==> config.mk <==
export PLATFORM = sky130hd
export DESIGN_NAME = mult_div_unit
export DESIGN_NICKNAME = d
export VERILOG_FILES = /design/src/rtl/multdiv_pkg.sv /design/src/rtl/booth_recoder.sv /design/src/rtl/mult_div_unit.sv
export SDC_FILE = /design/constraint.sdc
export NUM_CORES = 1
export LEC_CHECK = 0
export BUFFER_PORTS_ARGS = -buffer_cell sky130_fd_sc_hd__buf_2
export CORE_ASPECT_RATIO = 0.8
export CORE_MARGIN = 2
export CORE_UTILIZATION = 50
export DETAILED_ROUTE_END_ITERATION = 12
export GPL_TIMING_DRIVEN = 1
export PLACE_DENSITY = 0.72
export SYNTH_ARGS = -nofsm -noshare
export SYNTH_HDL_FRONTEND = slang
export SYNTH_SLANG_ARGS = --single-unit
==> constraint.sdc <==
create_clock -name clock -period 5.98 [get_ports clock]
set_input_delay 1.196 -clock clock [delete_from_list [all_inputs] [get_ports clock]]
set_output_delay 1.196 -clock clock [all_outputs]
set_load 0.01 [all_outputs]
==> src/rtl/multdiv_pkg.sv <==
// multdiv_pkg: shared FSM/Booth types and iteration counts for mult_div_unit.
// MULTDIV_BOOTH_RADIX4_EN selects radix-4 Booth multiply (16 iterations instead of 32).
package multdiv_pkg;
  typedef enum logic [1:0] {IDLE, MUL, DIV, DONE} state_e;
  typedef enum logic [2:0] {NOP, ADD1, SUB1, ADD2, SUB2} booth_op_e;
`ifdef MULTDIV_BOOTH_RADIX4_EN
  localparam int MUL_ITERS = 16;
  localparam int BOOTH_SHIFT = 2;
`else
  localparam int MUL_ITERS = 32;
  localparam int BOOTH_SHIFT = 1;
`endif
  localparam int DIV_ITERS = 32;
endpackage

==> src/rtl/booth_recoder.sv <==
// booth_recoder: maps {mplier[1:0], q_1} to a Booth op; radix-4 when MULTDIV_BOOTH_RADIX4_EN is defined.
module booth_recoder
  import multdiv_pkg::*;
(
  input  logic [2:0] bits,
  output booth_op_e  op
);
`ifdef MULTDIV_BOOTH_RADIX4_EN
  always_comb begin
    op = NOP;
    case (bits)
      3'b001, 3'b010: op = ADD1;
      3'b011:         op = ADD2;
      3'b100:         op = SUB2;
      3'b101, 3'b110: op = SUB1;
      default:        op = NOP;
    endcase
  end
`else
  logic unused_msb;
  assign unused_msb = bits[2];
  assign op = (bits[1:0] == 2'b01) ? ADD1 : (bits[1:0] == 2'b10) ? SUB1 : NOP;
`endif
endmodule

==> src/rtl/mult_div_unit.sv <==
// mult_div_unit: iterative signed multiply (Booth) / restoring divide beside the ALU.
// Define MULTDIV_BOOTH_RADIX4_EN for radix-4 Booth multiply (RDY in cycle 17 instead of 33).
module mult_div_unit
  import multdiv_pkg::*;
#(
  parameter int WIDTH = 32
) (
  input  logic             clock,
  input  logic             reset,
  input  logic [WIDTH-1:0] data_operandA,
  input  logic [WIDTH-1:0] data_operandB,
  input  logic             ctrl_MULT,
  input  logic             ctrl_DIV,
  output logic [WIDTH-1:0] data_result,
  output logic             data_exception,
  output logic             data_resultRDY,
  output logic             data_busy
);
  localparam int ACC_W = WIDTH + 2;
  localparam int CNT_W = $clog2(DIV_ITERS);
  state_e state, state_nxt;
  booth_op_e op;
  logic [CNT_W-1:0] cnt;
  logic [ACC_W-1:0] acc, mcand_x, addend, acc_sum;
  logic [WIDTH-1:0] mplier, opnd, quo, rem, a_mag, b_mag, quo_nxt, quo_signed;
  logic [ACC_W+WIDTH:0] shifted;
  logic [2*WIDTH-1:0] product;
  logic [WIDTH:0] rem_sh, rem_sub;
  logic q_1, neg_q, last, rem_ge, mul_ovf, div_ovf;

  booth_recoder u_recoder (.bits({mplier[1:0], q_1}), .op(op));

  // Two guard bits keep acc +/- 2A from overflowing for the most negative multiplicand.
  assign mcand_x = {{2{opnd[WIDTH-1]}}, opnd};
  assign addend  = (op == ADD1) ? mcand_x : (op == SUB1) ? -mcand_x :
                   (op == ADD2) ? (mcand_x << 1) : (op == SUB2) ? -(mcand_x << 1) : '0;
  assign acc_sum = acc + addend;
  assign shifted = $signed({acc_sum, mplier, q_1}) >>> BOOTH_SHIFT;
  assign product = shifted[2*WIDTH:1];
  assign mul_ovf = ~(&product[2*WIDTH-1:WIDTH-1] | ~|product[2*WIDTH-1:WIDTH-1]);

  assign a_mag      = data_operandA[WIDTH-1] ? -data_operandA : data_operandA;
  assign b_mag      = data_operandB[WIDTH-1] ? -data_operandB : data_operandB;
  assign rem_sh     = {rem, quo[WIDTH-1]};
  assign rem_sub    = rem_sh - {1'b0, opnd};
  assign rem_ge     = ~rem_sub[WIDTH];
  assign quo_nxt    = {quo[WIDTH-2:0], rem_ge};
  assign quo_signed = neg_q ? -quo_nxt : quo_nxt;
  // A positive quotient with the MSB set can only be 0x80000000 / -1.
  assign div_ovf    = ~neg_q & quo_nxt[WIDTH-1];

  assign last = cnt == ((state == MUL) ? CNT_W'(MUL_ITERS - 1) : CNT_W'(DIV_ITERS - 1));
  assign data_resultRDY = state == DONE;
  assign data_busy      = state != IDLE;

  always_comb begin
    state_nxt = IDLE;
    if (ctrl_MULT) state_nxt = MUL;
    else if (ctrl_DIV) state_nxt = (data_operandB == '0) ? DONE : DIV;
    else if (state == MUL || state == DIV) state_nxt = last ? DONE : state;
  end

  always_ff @(posedge clock or negedge reset)
    if (!reset) state <= IDLE;
    else state <= state_nxt;

  always_ff @(posedge clock or negedge reset)
    if (!reset) begin
      cnt            <= '0;
      acc            <= '0;
      mplier         <= '0;
      q_1            <= 1'b0;
      opnd           <= '0;
      quo            <= '0;
      rem            <= '0;
      neg_q          <= 1'b0;
      data_result    <= '0;
      data_exception <= 1'b0;
    end else if (ctrl_MULT) begin
      cnt            <= '0;
      acc            <= '0;
      mplier         <= data_operandB;
      q_1            <= 1'b0;
      opnd           <= data_operandA;
      data_result    <= '0;
      data_exception <= 1'b0;
    end else if (ctrl_DIV) begin
      cnt            <= '0;
      rem            <= '0;
      quo            <= a_mag;
      opnd           <= b_mag;
      neg_q          <= data_operandA[WIDTH-1] ^ data_operandB[WIDTH-1];
      data_result    <= '0;
      data_exception <= data_operandB == '0;
    end else if (state == MUL) begin
      cnt    <= cnt + 1'b1;
      acc    <= shifted[ACC_W+WIDTH:WIDTH+1];
      mplier <= shifted[WIDTH:1];
      q_1    <= shifted[0];
      if (last) begin
        data_result    <= product[WIDTH-1:0];
        data_exception <= mul_ovf;
      end
    end else if (state == DIV) begin
      cnt <= cnt + 1'b1;
      rem <= rem_ge ? rem_sub[WIDTH-1:0] : rem_sh[WIDTH-1:0];
      quo <= quo_nxt;
      if (last) begin
        data_result    <= quo_signed;
        data_exception <= div_ovf;
      end
    end
endmodule

### Word level (Yosys, flattened, before mapping)

Cells that the tools add are included.

| storage, ports and cells | value |
|---|---|
| output and inout port bits | 35 |
| register bits after elaboration | 204 |
| bits of input ports | 68 |
| logic and storage cells | 103 |

| cells by class | value |
|---|---|
| mux-type cells | 48 |
| reductions and logical operators | 14 |
| equal/unequal tests | 15 |
| bitwise logic cells | 7 |
| add/sub/neg operators | 8 |

Operator list:

| kind | count |
|---|---|
| $mux W32 | 21 |
| $mux W34 | 7 |
| $neg A32 Y32 | 3 |
| $neg A34 Y34 | 2 |
| $add A34 B34 Y34 | 1 |
| $reduce_and A33 Y1 | 1 |
| $reduce_or A33 Y1 | 1 |
| $sub A33 B32 Y33 | 1 |
| $logic_not A32 Y1 | 1 |
| $mux W5 | 4 |
| $ne A4 B4 Y1 const B | 3 |
| $mux W1 | 10 |
| $mux W2 | 5 |
| $reduce_bool A2 Y1 | 4 |
| $eq A2 B2 Y1 const B | 3 |
| $eq A3 B2 Y1 const B | 2 |
| $reduce_and A3 Y1 | 2 |
| $add A5 B1 Y5 const B | 1 |
| $eq A5 B5 Y1 const B | 1 |
| $eq A2 B1 Y1 const B | 2 |
| $ne A2 B2 Y1 const B | 2 |
| $not A1 Y1 | 4 |
| $reduce_and A2 Y1 | 2 |
| $reduce_bool A4 Y1 | 1 |
| 8 further kinds | 8 |

### Longest topological paths before layout

| logic depth | value |
|---|---|
| depth after elaboration | 17 |
| mapped depth | 21 |
| mapped depth without buffers | 21 |

### Hierarchy

Synthesis repeated with hierarchy kept, for this count alone.

| second synthesis, totals | value |
|---|---|
| cells, all modules | 2132 |
| area total of the unflattened synthesis | 16384.5 um^2 |

Modules (own cells, without submodules):

| module | seq. area each (um^2) | cells an instance | area an instance (um^2) | instances |
|---|---|---|---|---|
| mult_div_unit | 5079.9 | 2128 | 16358.2 | 1 |
| booth_recoder | 0.0 | 4 | 26.3 | 1 |

### Worst setup path after synthesis

Ideal clock, no wire load.

| timing path | value |
|---|---|
| path kind | register to register |
| start point | register opnd[6] |
| end point | register data_exception |
| required time | 5.894 ns |
| clock period less this slack | 4.816 ns |
| stages on the path, launching flop included | 20 |
| library setup time | 0.086 ns |
| slack | 1.164 ns |
| buffers on the path | 1 |
| data arrival time | 4.730 ns |
| cells stage by stage | dfrtp_1 or4_1 nor4_1 nand3_1 or3_1 nor3_1 xnor2_1 o22ai_1 ha_1 clkbuf_1 a211oi_1 o21ai_1 a221oi_1 o21a_1 a211oi_1 o31a_1 o31a_1 and4_1 and4_1 nor3_1 |

| between the ends | value |
|---|---|
| cells in the longest elaborated chain, start to end | 14 |
| elaborated cells on any way between the ends | 16 |
| classes of those cells | add/sub: 3; mux: 8; bitwise: 2; reduce/logical: 3 |

RTL lines:

| element | line | source |
|---|---|---|
| from (decl) | mult_div_unit.sv:25 | `logic [WIDTH-1:0] mplier, opnd, quo, rem, a_mag, b_mag, quo_nxt, quo_signed;` |
| from (signal assigned) | mult_div_unit.sv:84 | `opnd <= data_operandA;` |
| from (signal assigned) | mult_div_unit.sv:91 | `opnd <= b_mag;` |
| $neg A34 Y34 | mult_div_unit.sv:36 | `(op == ADD2) ? (mcand_x << 1) : (op == SUB2) ? -(mcand_x << 1) : '0;` |
| $mux W34 (2 in a row) | mult_div_unit.sv:36 |  |
| $mux W34 | mult_div_unit.sv:35 | `assign addend = (op == ADD1) ? mcand_x : (op == SUB1) ? -mcand_x :` |
| $mux W34 * | mult_div_unit.sv:35 |  |
| $add A34 B34 Y34 * | mult_div_unit.sv:37 | `assign acc_sum = acc + addend;` |
| $reduce_or A33 Y1 | mult_div_unit.sv:40 | `assign mul_ovf = ~(&product[2*WIDTH-1:WIDTH-1] \| ~\|product[2*WIDTH-1:WIDTH-1]);` |
| $logic_not A1 Y1 | mult_div_unit.sv:40 |  |
| $or A1 B1 Y1 * | mult_div_unit.sv:40 |  |
| $not A1 Y1 * | mult_div_unit.sv:40 |  |
| $mux W1 * | mult_div_unit.sv:100 | `if (last) begin` |
| $mux W1 * | mult_div_unit.sv:95 | `end else if (state == MUL) begin` |
| $mux W1 * | mult_div_unit.sv:87 | `end else if (ctrl_DIV) begin` |
| $mux W1 * | mult_div_unit.sv:79 | `end else if (ctrl_MULT) begin` |
| to (signal assigned) | mult_div_unit.sv:102 | `data_exception <= mul_ovf;` |
| to (signal assigned) | mult_div_unit.sv:110 | `data_exception <= div_ovf;` |
| to (decl) | mult_div_unit.sv:15 | `output logic data_exception,` |

Mark *: on every way between the ends. The rest lies on a longest branch, timed or not. The select of a mux whose other input is x is not followed.
A chain may end at the register's enable or synchronous reset.

### Worst setup path in the final report

Same ends and word-level chain as after synthesis.

==> flow_summary.yaml <==
sta:
  drv_slew: 0
  finalCriticalPeriod_ps: 5498
  worstMarginPinSlew_ps: 971.6
  relSlewSlack_pct: 35.23
  min_period_over_period_pct: 91.94
  hold_viol_final: 0
  fin_setup_tns_ps: 0
  rsz0062_at_grt: "no"
  skew_ps: 9.967
  finalSetupViolCount: 0
  fmax_mhz: 181.9
  worst_hold_slack_ps: 506.8
finish:
  final_common_cell: "nand2_1"
  regArea_um2: 5080
  final_cell_area_um2: 17460
  final_cell_mix: "300 x nand2_1, 203 x dfrtp_1, 201 x o21ai_0"
  fin_nets: 2190
  synthToLayoutAreaGrowth_pct: 9.941
  nFillCells: 2947
  multiInputGateArea_um2: 10150
  fin_util_pct: 55.70
  drive_gt1_share_pct: 9.193
detailed_routing:
  drtIter0Drc: 2094
  drc: 0
  postRouteAntennaNets: 0
  dr.pass1.iters: 6
  drt-vias-per-instance: 6.406
  wl_um: 54260
  via_count: 15867
  post_drt_wl_per_cell_um: 21.91
yosys:
  ys_seq_area_share_pct: 31.98
  synth_top_area_share_pct: 31.98
  syn-num-nets: 2158
  synth.area.top_cells: "dfrtp_1 32%, nand2_1 7.1%, o21ai_0 6.3%"
  ys_ff_latch: 203
  yosysTopAreaCell: "dfrtp_1"
  synth_area_um2: 15880
  yosys_warnings: 0
  synth_ff_type: "dfrtp_1"
  synth-edff-count: 0
  ys_async_sr_fraction_pct: 100.0
  synth_cells: 2009
  synthDistinctLibCells: 77
  avgSynthCellArea_um2: 7.906
placed_design:
  placed_area_um2: 16670
  routabilityCongestion: 0.9404
  numPortBuffers: 102
  hpwl_um: 39770
power_and_ir_drop:
  comb_power_share_pct: 27.1
  total_leakage_power_nw: 7.924
  vdd_ir_drop_max_uv: 193.3
  total_power_w: 0.004336
  sequentialPowerShare_pct: 38.2
  clkPwrFrac_pct: 34.6
  p_per_area_nw_per_um2: 248.3
  switching_share_pct: 36.39
  power.switching_w: 0.001578
  p_int_w: 0.002758
cts:
  ctsLongestPathBuffers: 3
  post_cts_buffers: 0
  clk_pin_slew_worst_paths_ps: 60
  root_buffer: "clkbuf_16"
  numCtsBuffers: 23
  clock_latency_ps: 540
  cts_tree: "built"
  htree_levels: 1
  cts.sinks: 203
min_path:
  min_path_type: "reg -> reg"
  min_path_cells: 2
floorplanning:
  rows: 58
  fp.dieH_um: 163.4
  core_um2: 31350
  fp.dieArea_um2: 33220
  ios: 103
  die_width_um: 203.3
  start_util_pct: 50.67
setup_path:
  cp-startpoint: "opnd[6]"
  rrSetupSlack_ps: 480
  cp.required_ps: 6380
  r2r_end: "data_exception"
  critPathArrivalTime_ps: 5900
  r2r-start: "opnd[6]"
  endpoint: "data_exception"
  critPathLaunchType: "flop"
  reg2reg_depth: 18
  worst_setup_path_end_kind: "flop"
  crit_path_max_fanout: 7
  critical_path_class: "reg -> reg"
outcome:
  outcome: "finished clean"
global_route:
  grtUsageTotal_pct: 32.35
  grt_max_degree: 160
  grt_pass1_wl_um: 84010
  grt_pass1_vias: 14329
  antenna_found_initial: 0
  grt-ovfl-total: 0
run:
  cap_violations: 0
[stage by stage]
stage / worst slack, ps / std cells
2_1_floorplan: 1164 / 2009
3_3_place_gp: 512.1 / 2436
3_5_place_dp: 341.2 / 2436
4_1_cts: 301.4 / 2476
5_1_grt: 34.65 / 2476
6_report: 481.8 / 2477
[power groups by stage]
stage	logic (W)	clock network (W)	registers [W]
3_5_place_dp	0.00113	0	0.00167
6_report	0.00118	0.00150	0.00166
3_3_place_gp	0.00111	0	0.00166
2_1_floorplan	0.000763	0	0.00160
4_1_cts	0.00114	0.00152	0.00165
5_1_grt	0.00129	0.00157	0.00167
[kinds of logic after synthesis]
group                    Yosys count  share of synthesized area [%]
AND/OR/NAND/NOR                  719                          21.39
AO/OA/AOI/OAI                    637                          25.00
flip-flops                       203                          31.98
buffers and inverters            180                          4.301
XOR/XNOR                         135                          7.444
adder cells (fa/ha/maj)           81                          6.475
multiplexers                      54                          3.411
[cells in the mapped netlist, types with 17 or more instances]
cell type,n
a21o_1,46
a21oi_1,152
and3_1,18
clkbuf_1,96
dfrtp_1,203
ha_1,79
inv_1,65
mux2i_1,53
nand2_1,300
nand2b_1,17
nand3_1,51
nand4_1,22
nor2_1,129
nor3_1,48
nor4_1,25
o211ai_1,21
o21ai_0,201
o21ai_1,26
o31ai_1,36
or3_1,30
xnor2_1,44
xor2_1,91
[layout make-up]
cell class,instances,area share [%]
Multi-Input combinational cell,1626,58.14
Sequential cell,203,29.09
Clock buffer,33,3.912
Timing Repair Buffer,121,3.876
Tap cell,420,3.009
Inverter,66,1.419
Clock inverter,7,0.5374
Antenna cell,1,0.01433
[worst min-delay path by stage]
| stage | startpoint | to | slack, ps |
|---|---|---|---|
| final | data_result[26] | data_result[26] | 510 |
| after global routing | data_result[28] | data_result[28] | 540 |
| after CTS | data_result[24] | data_result[24] | 500 |
| after detailed placement | data_result[24] | data_result[24] | 490 |
| after global placement | data_result[28] | data_result[28] | 480 |
| after floorplan | rem[2] | rem[2] | 470 |
[flip-flops by register name, indices dropped and copies added (netlist names), 2 cells and up]
signal and count:
mplier 32, rem 32, cnt 5, state 2
quo 32, acc 33, data_result 32, opnd 32
[routing by layer]
metal | vias to the layer above | part of all wire (%) | track usage (%)
met1 | 7692 | 47 | 50.28
li1 | 7325 | - | -
met5 | - | 0 | 0
met4 | 0 | 2.0 | 6.536
met3 | 74 | 12 | 9.717
met2 | 776 | 39 | 43.38
[critical path: stages, from the launching register on]
cell	delay [ps]
dfrtp_1	460
or4_1	560
nand2b_1	220
or3_1	390
or3_1	380
nor4_1	180
o21ai_0	100
o21ai_0	200
ha_1	350
a21oi_1	280
o21ai_0	140
nor2_1	270
nor2_1	120
o31a_1	370
a311o_1	400
a2111oi_0	470
nand4_1	150
nor4_1	210
nor3_1	100
[timing repair]
action / 4_1_cts / 5_1_grt
endpoints found under the setup margin: 0 / 1
hold buffers: 0 / 0
resized for setup: 0 / 2
hold endpoints to repair: 0 / 0
(Power assumes the default switching activity.)
